### config.mk
export PLATFORM = sky130hd
export DESIGN_NAME = deferred_step_gen
export DESIGN_NICKNAME = d
export VERILOG_FILES = /design/src/rtl/deferred_step_gen.sv
export SDC_FILE = /design/constraint.sdc
export NUM_CORES = 1
export LEC_CHECK = 0
export CORE_ASPECT_RATIO = 0.6
export CORE_MARGIN = 1.5
export CORE_UTILIZATION = 40
export DETAILED_ROUTE_END_ITERATION = 6
export PLACE_DENSITY = 0.71
export SLEW_MARGIN = 20
export SYNTH_ARGS = -nofsm -noshare
export SYNTH_HDL_FRONTEND = slang
export SYNTH_SLANG_ARGS = --single-unit
### constraint.sdc
create_clock -name clock -period 6.7 [get_ports clock]
set_clock_uncertainty 0.15 [all_clocks]
set_input_delay 2.01 -clock clock [delete_from_list [all_inputs] [get_ports clock]]
set_output_delay 2.01 -clock clock [all_outputs]
set_load 0.02 [all_outputs]
### src/rtl/deferred_step_gen.sv
// Batches per-cycle commit counts into step pulses for the host nstep call and
// walks RUN -> DRAIN -> DONE once the host reports a terminal simv_result.
module deferred_step_gen #(
  parameter int STEP_WIDTH   = 8,
  parameter int INC_WIDTH    = 4,
  parameter int THRESHOLD    = 64,
  parameter int FLUSH_IDLE   = 16,
  parameter int DRAIN_CYCLES = 8
) (
  input  logic                  clock,
  input  logic                  reset,
  input  logic                  commit_valid,
  input  logic [INC_WIDTH-1:0]  commit_cnt,
  input  logic [7:0]            simv_result,
  output logic [STEP_WIDTH-1:0] step,
  output logic                  halt,
  output logic                  finish,
  output logic [7:0]            result
);

  localparam int ACC_W   = STEP_WIDTH + 1;
  localparam int IDLE_W  = $clog2(FLUSH_IDLE + 1);
  localparam int QUIET_W = $clog2(DRAIN_CYCLES + 1);

  localparam logic [ACC_W-1:0]   STEP_MAX_A = {1'b0, {STEP_WIDTH{1'b1}}};
  localparam logic [ACC_W-1:0]   THRESH_A   = ACC_W'(THRESHOLD);
  localparam logic [IDLE_W-1:0]  IDLE_MAX   = IDLE_W'(FLUSH_IDLE);
  localparam logic [QUIET_W-1:0] QUIET_MAX  = QUIET_W'(DRAIN_CYCLES);

  typedef enum logic [1:0] {
    RUN,
    DRAIN,
    DONE
  } state_e;

  state_e                state_q, state_d;
  logic [ACC_W-1:0]      acc_q, acc_d;
  logic [IDLE_W-1:0]     idle_q, idle_d;
  logic [QUIET_W-1:0]    quiet_q, quiet_d;
  logic [STEP_WIDTH-1:0] step_q, step_d;
  logic                  halt_q, halt_d;
  logic                  finish_q, finish_d;
  logic [7:0]            result_q, result_d;

  logic [ACC_W-1:0] inc;
  logic [ACC_W-1:0] emit;
  logic             flushReq;

  always_ff @(posedge clock) begin
    if (reset) begin
      state_q  <= RUN;
      acc_q    <= '0;
      idle_q   <= '0;
      quiet_q  <= '0;
      step_q   <= '0;
      halt_q   <= 1'b0;
      finish_q <= 1'b0;
      result_q <= '0;
    end else begin
      state_q  <= state_d;
      acc_q    <= acc_d;
      idle_q   <= idle_d;
      quiet_q  <= quiet_d;
      step_q   <= step_d;
      halt_q   <= halt_d;
      finish_q <= finish_d;
      result_q <= result_d;
    end
  end

  always_comb begin
    inc      = '0;
    emit     = '0;
    flushReq = 1'b0;
    state_d  = state_q;
    acc_d    = acc_q;
    idle_d   = idle_q;
    quiet_d  = quiet_q;
    step_d   = '0;
    halt_d   = halt_q;
    finish_d = finish_q;
    result_d = result_q;

    // DONE freezes the accumulator: no commits are taken and nothing is emitted.
    if (state_q != DONE) begin
      if (commit_valid) begin
        inc = ACC_W'(commit_cnt);
      end
      flushReq = (acc_q >= THRESH_A) ||
                 ((acc_q != '0) && (idle_q == IDLE_MAX)) ||
                 ((acc_q != '0) && (state_q == DRAIN));
      if (flushReq) begin
        emit = (acc_q > STEP_MAX_A) ? STEP_MAX_A : acc_q;
      end
      acc_d  = acc_q - emit + inc;
      step_d = emit[STEP_WIDTH-1:0];
      if ((commit_valid && (commit_cnt != '0)) || (emit != '0)) begin
        idle_d = '0;
      end else if (idle_q != IDLE_MAX) begin
        idle_d = idle_q + IDLE_W'(1);
      end
    end

    case (state_q)
      RUN: begin
        if (simv_result != 8'd0) begin
          result_d = simv_result;
          halt_d   = 1'b1;
          quiet_d  = '0;
          state_d  = DRAIN;
        end
      end
      DRAIN: begin
        // Only a cycle with nothing arriving and nothing held counts as quiet.
        if ((inc == '0) && (acc_q == '0)) begin
          quiet_d = quiet_q + QUIET_W'(1);
          if (quiet_d == QUIET_MAX) begin
            state_d  = DONE;
            finish_d = 1'b1;
          end
        end else begin
          quiet_d = '0;
        end
      end
      DONE: begin
        halt_d   = 1'b1;
        finish_d = 1'b1;
      end
      default: begin
        state_d = RUN;
      end
    endcase
  end

  assign step   = step_q;
  assign halt   = halt_q;
  assign finish = finish_q;
  assign result = result_q;

endmodule

Word level (Yosys, flattened, before mapping)
Index checks and enable logic that the tools add are counted.
{"block": "word_totals", "register_bits": 38, "in_bits": 15, "out_inout_bits": 18, "word_cells": 70}
{"block": "classes", "add_sub_neg": 4, "magnitude_cmp": 2, "n_eq_ne": 9, "n_mux": 20, "n_bitwise": 2, "n_reduce_logical": 25}
{"op": "2-to-1 mux 9 bit", "n": 5}
{"op": "zero test 9 bit", "n": 2}
{"op": "nonzero test 9 bit", "n": 2}
{"op": "2-to-1 mux 4 bit", "n": 3}
{"op": "2-to-1 mux 5 bit", "n": 2}
{"op": "adder 9 bit", "n": 1}
{"op": "greater-or-equal comparator 9 x 7 -> 1 bit, second input constant", "n": 1}
{"op": "> comparator 9 x 8 -> 1 bit, second input constant", "n": 1}
{"op": "subtractor 9 bit", "n": 1}
{"op": "one-hot mux 4 bit (2 select lines)", "n": 1}
{"op": "AND reduction 2 bit", "n": 4}
{"op": "nonzero test 2 bit", "n": 4}
{"op": "nonzero test 8 bit", "n": 1}
{"op": "2-to-1 mux 2 bit", "n": 3}
{"op": "one-hot mux 2 bit (3 select lines)", "n": 1}
{"op": "adder 5 x 1 -> 5 bit, second input constant", "n": 1}
{"op": "== test 5 bit, second input constant", "n": 1}
{"op": "inequality test 5 bit, second input constant", "n": 1}
{"op": "adder 4 x 1 -> 4 bit, second input constant", "n": 1}
{"op": "== test 4 bit, second input constant", "n": 1}
{"op": "logical AND 1 bit", "n": 4}
{"op": "inequality test 2 x 1 -> 1 bit, second input constant", "n": 2}
{"op": "inequality test 2 bit, second input constant", "n": 2}
{"op": "one-hot mux 1 bit (2 select lines)", "n": 2}
{"op": "other kinds (10)", "n": 15}

Longest topological paths before layout
Gate-level depths: netlist of the first run.
{"block": "logic_depth", "depth_word": 10, "mapped_depth": 16, "mapped_depth_nobuf": 15}

Least setup slack after synthesis of the first run
OpenSTA, ideal clock, no wires.
{"block": "synth_path", "path_kind": "input -> register", "start": "in commit_cnt[1]", "end": "reg acc_q[8]", "setup_time_ns": 0.070, "t_arrival_ns": 4.103, "t_required_ns": 6.480, "path_slack_ns": 2.376, "stages": 9, "path_buffers": 0, "cell_sequence": "nand2_1 -> fa_1 -> inv_1 -> fa_1 -> a211oi_1 -> o21ai_0 -> a211o_1 -> a21o_1 -> a21oi_1"}
{"block": "synth_between", "elab_chain_len": 3}
{"item": "start: declaration", "line": "13", "rtl": "input logic [INC_WIDTH-1:0] commit_cnt,"}
{"item": "2-to-1 mux 4 bit", "line": "86", "rtl": "if (commit_valid) begin"}
{"item": "2-to-1 mux 9 bit", "line": "85", "rtl": "if (state_q != DONE) begin"}
{"item": "adder 9 bit", "line": "95", "rtl": "acc_d = acc_q - emit + inc;"}
{"item": "end signal: assignment", "line": "52", "rtl": "acc_q <= '0;"}
{"item": "end signal: assignment", "line": "61", "rtl": "acc_q <= acc_d;"}
{"item": "end: declaration", "line": "37", "rtl": "logic [ACC_W-1:0] acc_q, acc_d;"}
Every way passes these cells. The select of a mux whose other input is x is not followed.
A chain may end at the register's enable or synchronous reset.

Final worst setup path of the first run
{"block": "layout_path", "start": "in commit_valid", "end": "reg acc_q[8]"}
{"block": "layout_between", "elab_chain_len": 3}
{"item": "start: declaration", "line": "12", "rtl": "input logic commit_valid,"}
{"item": "2-to-1 mux 4 bit", "line": "86"}
{"item": "2-to-1 mux 9 bit", "line": "85"}
{"item": "adder 9 bit", "line": "95"}
Every way passes these cells. The select of a mux whose other input is x is not followed.

==> flow_summary.json, run 1 <==
{
  "outcome": "finished with violations",
  "violations": "DRC",
  "number_of_enable_type_register_cells_in_the_synthesized_netlist": 0,
  "dpl.hpwl_mm": 3.71,
  "clockRootBuffer": "clkbuf_8",
  "worst_pin_slew_ns": 0.634,
  "cts-hold-fix-buffers": 0,
  "setup.worst_path.start_class": "primary input",
  "routed_wl_mm": 4.94,
  "grt-ovfl-total": 0,
  "pin_count": 33,
  "die_footprint_um2": 5960,
  "initial_antenna_violation_count": 0,
  "setup_total_negative_slack_ns": 0,
  "dp_cells": 347,
  "max_capacitance_violation_count": 0,
  "route.detailed.drc": 5,
  "power.clock.fraction": 0.148,
  "synthesized_area_um2": 2200,
  "cp.required_ns": 6.77,
  "cts.sink_count": 38,
  "synth.net_count": 292,
  "holdCritPathClass": "reg2reg",
  "netSwitchingPower_uw": 571,
  "fin_cells": 354,
  "max_freq_mhz": 202,
  "timing_max_transition_violations_final": 0,
  "cts_tree": "done",
  "detail_route.wl_per_cell_um": 14.0,
  "layout.nets": 323,
  "clk_pin_slew_ns": 0.07,
  "detailedRoute.firstPassIterationCount": 7,
  "synth_seq_area_share": 0.346,
  "routabilityCongestion": 0.839,
  "floorplan.die.height_um": 60.4,
  "powerDensity_nw_per_um2": 493,
  "postLayoutSetupSlackWorst_ns": 1.76,
  "postCtsResizedCells": 0,
  "critical_path.startpoint": "commit_valid",
  "initial_core_util": 0.424,
  "register_area_um2": 761,
  "n_fill_cell": 490,
  "power_frac_seq": 0.248,
  "post-cts-setup-buffer-count": 0,
  "multiInputGateArea_um2": 1320,
  "worst_hold_startpoint": "finish",
  "synth-main-ff-cell": "dfxtp_1",
  "grt_setup_unrepaired": "no",
  "cp-end-kind": "register",
  "critical_path_arrival_ns": 5.01,
  "vias_in_the_first_global_route": 1640,
  "preCtsSetupSlack_ns": 1.52,
  "grt_first_pass_wirelength_mm": 8.19,
  "ir_worst_vdd_v": 0.000274,
  "die_w_um": 98.7,
  "cts_buffers": 5,
  "placement.io_buffers": 32,
  "pin_count_of_the_biggest_net_entering_global_routing": 37,
  "drt_iter0_drc": 131,
  "timing.slew.headroom": 0.577,
  "worstReg2RegStart": "idle_q[0]",
  "worstSkewPairLatency_ns": 0.28,
  "syn_avg_cell_area_um2": 8.55,
  "post_drt_via_cell_ratio": 5.32,
  "htree_num_levels": 2,
  "synth-seq-cells": 38,
  "yosys_warnings": 0,
  "drive_gt1_frac": 0.0590,
  "leakagePower_uw": 0.00111,
  "vias": 1884,
  "floorplan.rows": 20,
  "antenna_cells": 0,
  "p_comb_frac": 0.603,
  "report.final.hold_viol_count": 0,
  "clockBufferDepth": 2,
  "switching_share": 0.430,
  "p_int_uw": 756,
  "async_flop_share": 0,
  "timing.critical_path.fanout_max": 5,
  "placeableCoreArea_um2": 5180,
  "period_minus_slack_ns": 4.94,
  "design_power_total_uw": 1330,
  "synth_cell_type_count": 47,
  "crit_type": "in2reg",
  "final_clock_period_utilization_by_the_worst_path": 0.738,
  "grtUsageTotal": 0.177,
  "setup_violations": 0,
  "final_antenna_net_count": 0,
  "synthesis.instances": 257,
  "areaGrowthSynthToFinish_pct": 22.5
}
[kinds of logic after synthesis]
| group | share of synthesized area |
|---|---|
| xor+xnor | 0.0120 |
| fa+ha+maj | 0.127 |
| buf+inv | 0.0535 |
| mux | 0.0364 |
| flops | 0.346 |
| compound gates | 0.178 |
| simple gates | 0.247 |
[final cells by class]
class | count | area share
multi-input cells | 188 | 0.490
flip-flops and latches | 38 | 0.282
repair buffers | 35 | 0.127
clock buffers | 6 | 0.0307
well taps | 66 | 0.0307
inverters | 20 | 0.0279
clock inverters | 1 | 0.0111
[cell usage in the layout, fill, tap and decap left out, types with 3 or more instances in the layout]
cell | netlist | layout
clkdlybuf4s50_1 | 0 | 32
nand3_1 | 8 | 8
nor4_1 | 5 | 5
fa_1 | 4 | 4
or3_1 | 3 | 3
o21bai_1 | 4 | 4
nor2b_1 | 6 | 6
nand2b_1 | 4 | 4
o21a_1 | 3 | 3
ha_1 | 16 | 16
a21o_1 | 3 | 3
nor3b_1 | 3 | 3
clkbuf_8 | 0 | 6
nor2_1 | 30 | 30
mux2i_1 | 8 | 8
dfxtp_1 | 38 | 38
a211oi_1 | 3 | 3
inv_1 | 20 | 20
buf_4 | 0 | 3
nand4_1 | 4 | 4
nand2_1 | 18 | 18
nor3_1 | 8 | 8
o21ai_0 | 11 | 11
a21oi_1 | 19 | 19
[stage by stage]
step	hold WS (ns)	instance area (um2)	util
final	0.300	2690	0.520
after global routing	0.343	2690	0.520
after CTS	0.306	2690	0.520
after detailed placement	0.293	2580	0.498
after global placement	0.296	2580	0.498
after floorplan	0.308	2200	-
[power by group through the flow]
| stage | Combinational, uW | Sequential [uW] | Clock (uW) |
|---|---|---|---|
| after CTS | 799 | 329 | 203 |
| after detailed placement | 794 | 334 | 0 |
| final | 801 | 330 | 197 |
| after global placement | 772 | 333 | 0 |
| after global routing | 904 | 338 | 213 |
| after floorplan | 582 | 345 | 0 |
[registers in the layout, indices dropped and copies added (netlist names)]
signal	cells
state_q	2
result	8
halt	1
idle_q	5
finish	1
step	8
acc_q	9
quiet_q	4
[Yosys cell counts, types with 2 or more instances]
cell type  count  area (um2)
clkbuf_1      10        37.5
o21bai_1       4        30.0
a22oi_1        2        15.0
xor2_1         2        17.5
dfxtp_1       38         761
nand3_1        8        40.0
o21ai_0       11        55.1
nor4_1         5        31.3
a211oi_1       3        22.5
nand2_1       18        67.6
ha_1          16         200
nor2_1        30         113
inv_1         20        75.1
or4_1          2        15.0
a211o_1        2        17.5
mux2i_1        8        80.1
nor3_1         8        40.0
or3_1          3        18.8
a21o_1         3        22.5
nand2b_1       4        25.0
fa_1           4        80.1
nor2b_1        6        37.5
o21a_1         3        22.5
a21oi_1       19        95.1
nor3b_1        3        22.5
nand4_1        4        25.0
[per-layer routing]
metal,global-route usage,share of wire
met2,0.240,0.37
met3,0.0461,0.073
met4,0.0367,0.0024
met1,0.277,0.55
met5,0,0
[worst max-delay path, cell delays in order]
cell and delay (ns):
clkdlybuf4s50_1 0.57, nand2_1 0.10, fa_1 0.49, inv_1 0.08, fa_1 0.49, a211oi_1 0.41, o21ai_0 0.21, a211o_1 0.34
a21o_1 0.18, a21oi_1 0.13
[final timing paths]
kind | slack [ns] | end | cells past startpoint
setup / recovery | 1.76 | acc_q[8] | 10
hold / removal | 0.30 | finish | 2
setup reg to reg | 2.49 | acc_q[8] | 14
hold reg to reg | 0.30 | finish | 2
No activity file was read; power rests on OpenSTA's default activity.
==> inputs of run 2 (changes only) <==
Clock period 6.7 ns to 5.16 ns, I/O delays scaled along.
==> flow_summary.json, run 2 (synthesis gave the netlist of run 1 again) <==
{
  "largest-register": "acc_q",
  "grtUsageTotal": 0.170,
  "clockBufferDepth": 2,
  "dpl.hpwl_mm": 3.71,
  "period_minus_slack_ns": 4.42,
  "cts_buffers": 5,
  "routabilityCongestion": 0.861,
  "worstSetupPathDepth": 10,
  "r2r_cells": 14,
  "timing.critical_path.fanout_max": 5,
  "die_w_um": 98.7,
  "pin_count_of_the_biggest_net_entering_global_routing": 21,
  "final_clock_period_utilization_by_the_worst_path": 0.856,
  "postLayoutSetupSlackWorst_ns": 0.743,
  "postCtsResizedCells": 0,
  "layout.nets": 324,
  "timing.slew.headroom": 0.573,
  "preCtsSetupSlack_ns": 0.447,
  "clockRootBuffer": "clkbuf_8",
  "initial_core_util": 0.424,
  "htree_num_levels": 2,
  "p_int_uw": 1020,
  "antenna_cells": 0,
  "vias_in_the_first_global_route": 1692,
  "cts-hold-fix-buffers": 0,
  "floorplan.rows": 20,
  "cp.required_ns": 5.22,
  "critical_path.most_common_cell": "fa_1",
  "routed_wl_mm": 4.84,
  "largest_register_ffs": 9,
  "holdCritPathClass": "reg2reg",
  "slowest_stage": "clkdlybuf4s50_1",
  "pin_count": 33,
  "setup_violations": 0,
  "dp_cells": 348,
  "worst_pin_slew_ns": 0.638,
  "grt_first_pass_wirelength_mm": 7.96,
  "critical_path_arrival_ns": 4.48,
  "max_capacitance_violation_count": 0,
  "cp_cell_sequence": "clkdlybuf4s50_1 > nand2_1 > fa_1 > inv_1 > fa_1 > a211oi_1 > o21ai_0 > a211o_1 > a21o_1 > a21oi_1",
  "fin_hold_ws_ns": 0.313,
  "leakagePower_uw": 0.00113,
  "post-cts-setup-buffer-count": 0,
  "power.clock.fraction": 0.173,
  "report.final.hold_viol_count": 0,
  "switching_share": 0.420,
  "worstSkewPairLatency_ns": 0.29,
  "p_comb_frac": 0.595,
  "detailedRoute.firstPassIterationCount": 6,
  "powerDensity_nw_per_um2": 647,
  "fin_cells": 356,
  "setup_total_negative_slack_ns": 0,
  "mostFrequentLayoutCells": "dfxtp_1, clkdlybuf4s50_1, nor2_1, inv_1, a21oi_1",
  "timing.critical_path.max_delay_family": "compound AO/OA/AOI/OAI gates",
  "setup.worst_path.start_class": "primary input",
  "die_footprint_um2": 5960,
  "violations": "DRC",
  "post_drt_via_cell_ratio": 5.32,
  "placeableCoreArea_um2": 5180,
  "power_frac_seq": 0.232,
  "cp-end-kind": "register",
  "detail_route.wl_per_cell_um": 13.6,
  "areaGrowthSynthToFinish_pct": 24.0,
  "cts.sink_count": 38,
  "worstHoldPathCells": 2,
  "n_fill_cell": 482,
  "crit_type": "in2reg",
  "drt_iter0_drc": 110,
  "drive_gt1_frac": 0.0655,
  "grt_setup_unrepaired": "no",
  "max_freq_mhz": 226,
  "cts_tree": "done",
  "outcome": "finished with violations",
  "vias": 1893,
  "clk_pin_slew_ns": 0.08,
  "route.detailed.drc": 5,
  "layout.cells.most_common": "dfxtp_1",
  "floorplan.die.height_um": 60.4,
  "cp_slowest_stage_delay_ns": 0.57,
  "final_antenna_net_count": 0,
  "initial_antenna_violation_count": 0,
  "placement.io_buffers": 32,
  "timing_max_transition_violations_final": 0,
  "ir_worst_vdd_v": 0.000367,
  "netSwitchingPower_uw": 742,
  "final_core_util": 0.526,
  "number_of_buffer_and_inverter_instances_along_the_worst_setup_path": 2,
  "grt-ovfl-total": 0
}
run 2: path summary, 6_finish.rpt:
check                           slack (ns)       end    startpoint
worst max-delay path                  0.74  acc_q[8]  commit_valid
worst min register to register        0.31    finish        finish
worst min-delay path                  0.31    finish        finish
worst max register to register        0.97  acc_q[8]     idle_q[0]
run 2: area by class of cell:
cell class              count  area, um2  share of cell area
clock buffers               5       68.8              0.0252
clock inverters             3       68.8              0.0252
inverters                  20       75.1              0.0275
multi-input cells         188       1320               0.484
flip-flops and latches     38        761               0.279
well taps                  66       82.6              0.0303
repair buffers             36        350               0.128
run 2: power groups by stage:
stage,registers [uW],logic [uW],clock network [uW]
finish,410,1050,305
detailed placement,417,1040,0
floorplan,448,756,0
global placement,417,1030,0
global route,417,1180,323
CTS,410,1050,311
run 2: routing by layer:
metal	share of wire	GRT usage
met4	0.0019	0.0265
met1	0.54	0.262
met3	0.082	0.0461
met2	0.38	0.240
met5	0	0
run 2: stage by stage:
step / cell area, um2 / power (uW)
finish: 2730 / 1760
global route: 2730 / 1920
CTS: 2730 / 1770
detailed placement: 2590 / 1460
global placement: 2590 / 1440
floorplan: 2200 / 1200
run 2: worst register-to-register path: cells and delay by family (launching register included):
family | cells | cell delay, ns
DFF | 1 | 0.39
buffers and inverters | 2 | 0.13
AOI/OAI and AO/OA | 6 | 1.36
adders and majority gates | 3 | 1.21
and+or+nand+nor | 3 | 0.87
==> inputs of run 3 (changes only) <==
Settings changed: PLACE_DENSITY 0.71 to not set, PLACE_DENSITY_LB_ADDON set to 0.25.
==> flow_summary.json, run 3 (synthesis gave the netlist of run 1 again) <==
{
  "outcome": "finished with violations",
  "violations": "DRC",
  "grt_setup_unrepaired": "no",
  "timing.slew.headroom": 0.546,
  "layout.nets": 324,
  "postCtsResizedCells": 0,
  "detail_route.wl_per_cell_um": 13.9,
  "areaGrowthSynthToFinish_pct": 22.7,
  "timing.critical_path.fanout_max": 5,
  "crit_type": "in2reg",
  "final_clock_period_utilization_by_the_worst_path": 0.853,
  "routabilityCongestion": 0.813,
  "dpl.hpwl_mm": 3.73,
  "floorplan.rows": 20,
  "setup_total_negative_slack_ns": 0,
  "final_antenna_net_count": 0,
  "mostFrequentLayoutCells": "dfxtp_1, clkdlybuf4s50_1, nor2_1, inv_1, a21oi_1",
  "largest_register_ffs": 9,
  "floorplan.die.height_um": 60.4,
  "grt_first_pass_wirelength_mm": 8.27,
  "cp_slowest_stage_delay_ns": 0.58,
  "n_fill_cell": 507,
  "layout.cells.most_common": "dfxtp_1",
  "leakagePower_uw": 0.00112,
  "p_comb_frac": 0.615,
  "critical_path.most_common_cell": "fa_1",
  "route.detailed.drc": 4,
  "worstSkewPairLatency_ns": 0.29,
  "placeableCoreArea_um2": 5180,
  "clockRootBuffer": "clkbuf_8",
  "powerDensity_nw_per_um2": 635,
  "initial_antenna_violation_count": 0,
  "period_minus_slack_ns": 4.40,
  "cp-end-kind": "register",
  "cts_tree": "done",
  "vias": 1884,
  "p_int_uw": 970,
  "routed_wl_mm": 4.96,
  "cp.required_ns": 5.24,
  "detailedRoute.firstPassIterationCount": 6,
  "cts_buffers": 5,
  "placement.io_buffers": 32,
  "grt-ovfl-total": 0,
  "fin_cells": 356,
  "power_frac_seq": 0.239,
  "clockBufferDepth": 2,
  "die_w_um": 98.7,
  "drive_gt1_frac": 0.0655,
  "post-cts-setup-buffer-count": 0,
  "worst_pin_slew_ns": 0.680,
  "netSwitchingPower_uw": 743,
  "cts-hold-fix-buffers": 0,
  "clk_pin_slew_ns": 0.08,
  "switching_share": 0.434,
  "timing_max_transition_violations_final": 0,
  "slowest_stage": "clkdlybuf4s50_1",
  "report.final.hold_viol_count": 0,
  "max_freq_mhz": 227,
  "ir_worst_vdd_v": 0.000364,
  "pin_count_of_the_biggest_net_entering_global_routing": 26,
  "initial_core_util": 0.424,
  "holdCritPathClass": "reg2reg",
  "pin_count": 33,
  "post_drt_via_cell_ratio": 5.29,
  "antenna_cells": 0,
  "max_capacitance_violation_count": 0,
  "die_footprint_um2": 5960,
  "critical_path_arrival_ns": 4.48,
  "drt_iter0_drc": 137,
  "largest-register": "acc_q",
  "cts.sink_count": 38,
  "setup_violations": 0,
  "htree_num_levels": 2,
  "vias_in_the_first_global_route": 1750,
  "register_area_um2": 761,
  "cp_cell_sequence": "clkdlybuf4s50_1 > nand2_1 > fa_1 > inv_1 > fa_1 > a211oi_1 > o21ai_0 > a211o_1 > a21o_1 > a21oi_1",
  "power.clock.fraction": 0.146,
  "grtUsageTotal": 0.178,
  "multiInputGateArea_um2": 1320,
  "dp_cells": 348,
  "setup.worst_path.start_class": "primary input"
}
run 3: cell types whose count changed in the layout (fill, tap and decap cells not counted):
cell | before | now
bufinv_16 | 2 | 1
clkinv_2 | 0 | 2
clkinv_4 | 1 | 0
run 3: cell type report:
type / instances / share of cell area
timing repair buffer: 36 / 0.130
clock inverter: 3 / 0.0148
inverter: 20 / 0.0278
sequential: 38 / 0.282
multi-input combinational: 188 / 0.489
clock buffer: 5 / 0.0255
tap: 66 / 0.0306
run 3: layer usage:
layer,vias to the layer above,global-route usage,part of all wire
met5,-,0,0
met4,0,0.0490,0.0091
met3,5,0.0461,0.072
met2,56,0.253,0.37
met1,847,0.268,0.55
li1,976,-,-
run 3: critical path: cells and delay by family:
kind | cells | cell delay, ns
AO/OA/AOI/OAI | 5 | 1.21
adder cells (fa/ha/maj) | 2 | 0.96
buffers and inverters | 2 | 0.65
AND/OR/NAND/NOR | 1 | 0.10
run 3: worst paths after layout:
kind / cells after the start / from / endpoint / slack [ns]
hold / removal: 2 / finish / finish / 0.30
setup / recovery: 10 / commit_valid / acc_q[8] / 0.76
hold reg to reg: 2 / finish / finish / 0.30
setup reg to reg: 14 / idle_q[0] / acc_q[8] / 1.05
run 3: power groups by stage:
stage                     Combinational (uW)  Clock, uW  Sequential, uW
after floorplan                          756          0             448
after global routing                    1200        266             418
final                                   1050        250             410
after CTS                               1050        256             411
after detailed placement                1040          0             417
after global placement                  1020          0             416
run 3: metrics by stage:
step	worst slack (ns)	instance area (um2)	hold WS, ns	util	total power, uW
floorplan	1.30	2200	0.308	-	1200
global placement	0.520	2590	0.288	0.500	1430
detailed placement	0.488	2590	0.291	0.500	1460
CTS	0.771	2700	0.303	0.521	1710
global route	0.604	2700	0.334	0.521	1880
finish	0.761	2700	0.300	0.521	1710
==> edit: new RTL, config.mk and constraints of run 1 <==
Set the parameter `STEP_WIDTH` to 12 (it was 8).
--- a/src/rtl/deferred_step_gen.sv
+++ b/src/rtl/deferred_step_gen.sv
@@ -1,7 +1,7 @@
 // Batches per-cycle commit counts into step pulses for the host nstep call and
 // walks RUN -> DRAIN -> DONE once the host reports a terminal simv_result.
 module deferred_step_gen #(
-  parameter int STEP_WIDTH   = 8,
+  parameter int STEP_WIDTH   = 12,
   parameter int INC_WIDTH    = 4,
   parameter int THRESHOLD    = 64,
   parameter int FLUSH_IDLE   = 16,
Ports: changed (resized step); port bits go from 33 to 37. No check against the original RTL was run, so the function may have changed too.
==> edit against run 1 <==
Combinational power is 36% higher; design area is 25% higher; total power is 34% higher; area after synthesis is 25% higher; routed wire length is 40% higher; clock power is 44% higher; worst setup slack better by 0.067 ns; sequential cell count is 8 higher; largest power group unchanged.
==> edit: results (changes against run 1) <==
### Logic synthesis
• **count of different cell masters after synthesis** 55, was 47
• **syn nets** 375, was 292
• **leading cell types by total area after synthesis** dfxtp_1 (33%), ha_1 (11%), nor2_1 (7.4%), was dfxtp_1 (35%), ha_1 (9.1%), nor2_1 (5.1%)
• **commonest cells in the synthesized netlist** nor2_1 (54), dfxtp_1 (46), nand2_1 (30), was dfxtp_1 (38), nor2_1 (30), inv_1 (20)
• **flops & latches, synth** 46, was 38
• **share of cell area taken by muxes after synthesis** 0.01092, was 0.03643
• **sequential element share of the synthesized area** 0.3348, was 0.3460

### Finish
• **max reg flops** 13, was 9
• **buffers outside the clock class** 39, was 35
• **Net count, final** 409, was 323

### Placed design
• **DPL Wire Length** 4995 microns, was 3705 microns
• **count of buffers from port buffering** 36, was 32
• **GPL Wtd Cong** 0.8523, was 0.8394

### Worst setup path
• **worst-case register-to-register setup slack** 2.32 ns, was 2.49 ns
• **endpoint of the worst setup timing path** acc_q[12]$_SDFFE_PP0N_, was acc_q[8]$_SDFFE_PP0N_
• **FF-to-FF Start** acc_q[12]$_SDFFE_PP0N_, was idle_q[0]$_SDFFE_PP0P_
• **critical-path cell with the highest stage delay** a2111oi_0, was clkdlybuf4s50_1
• **delay of the slowest cell on the worst path** 0.64 ns, was 0.57 ns

### Route
• **routed len/inst** 15.19 microns, was 13.95 microns
• **routed length on met3** 452 microns, was 363 microns
• **iteration count of the initial detailed-routing pass** 5, was 7
• **via count** 2522, was 1884

### Status
• **outcome** completed, was finished with violations

### Global routing
• **grt met2 use** 0.2966, was 0.2401
• **first-pass GRT wire length** 11240 microns, was 8190 microns
• **pin count of the biggest net entering global routing** 36, was 37
• **via count of the first global-routing pass** 2333, was 1640
• **overall routing resource usage** 0.1990, was 0.1767

### Power and ir drop
• **largest voltage drop on the vdd net** 237.3 uV, was 274.2 uV
• **Internal Power** 0.9862 mW, was 0.7559 mW
• **leak pwr** 1.330 nW, was 1.111 nW
• **Comb power frac** 0.612, was 0.603

-- edit: cell types whose count changed in the layout (fill, tap and decap cells not counted), moves of 5 or more --
cell,delta
dfxtp_1,+8
clkbuf_8,-6
clkbuf_16,+5
ha_1,+8
o31ai_1,+6
nand2_1,+12
nor2_1,+24
mux2i_1,-5
-- edit: through the flow --
stage          instance area, sq um  power (mW)  std cells  hold slack (ns)  worst slack, ns
2_1_floorplan                  2750       1.207        332           0.3028            2.403
3_3_place_gp                   3193       1.442        446           0.2844            1.664
3_5_place_dp                   3193       1.477        446           0.2887            1.572
4_1_cts                        3359       1.773        454           0.2970            1.853
5_1_grt                        3359       1.941        454           0.3238            1.585
6_report                       3359       1.783        454           0.2984            1.823
-- edit: logic make-up (layout without fill, tap and decap cells) --
family          count (synthesis)  in the layout
buf+inv                        30             65
xor+xnor                        1              1
flops                          46             46
simple gates                  139            139
fa+ha+maj                      28             28
mux                             3              3
compound gates                 85             85
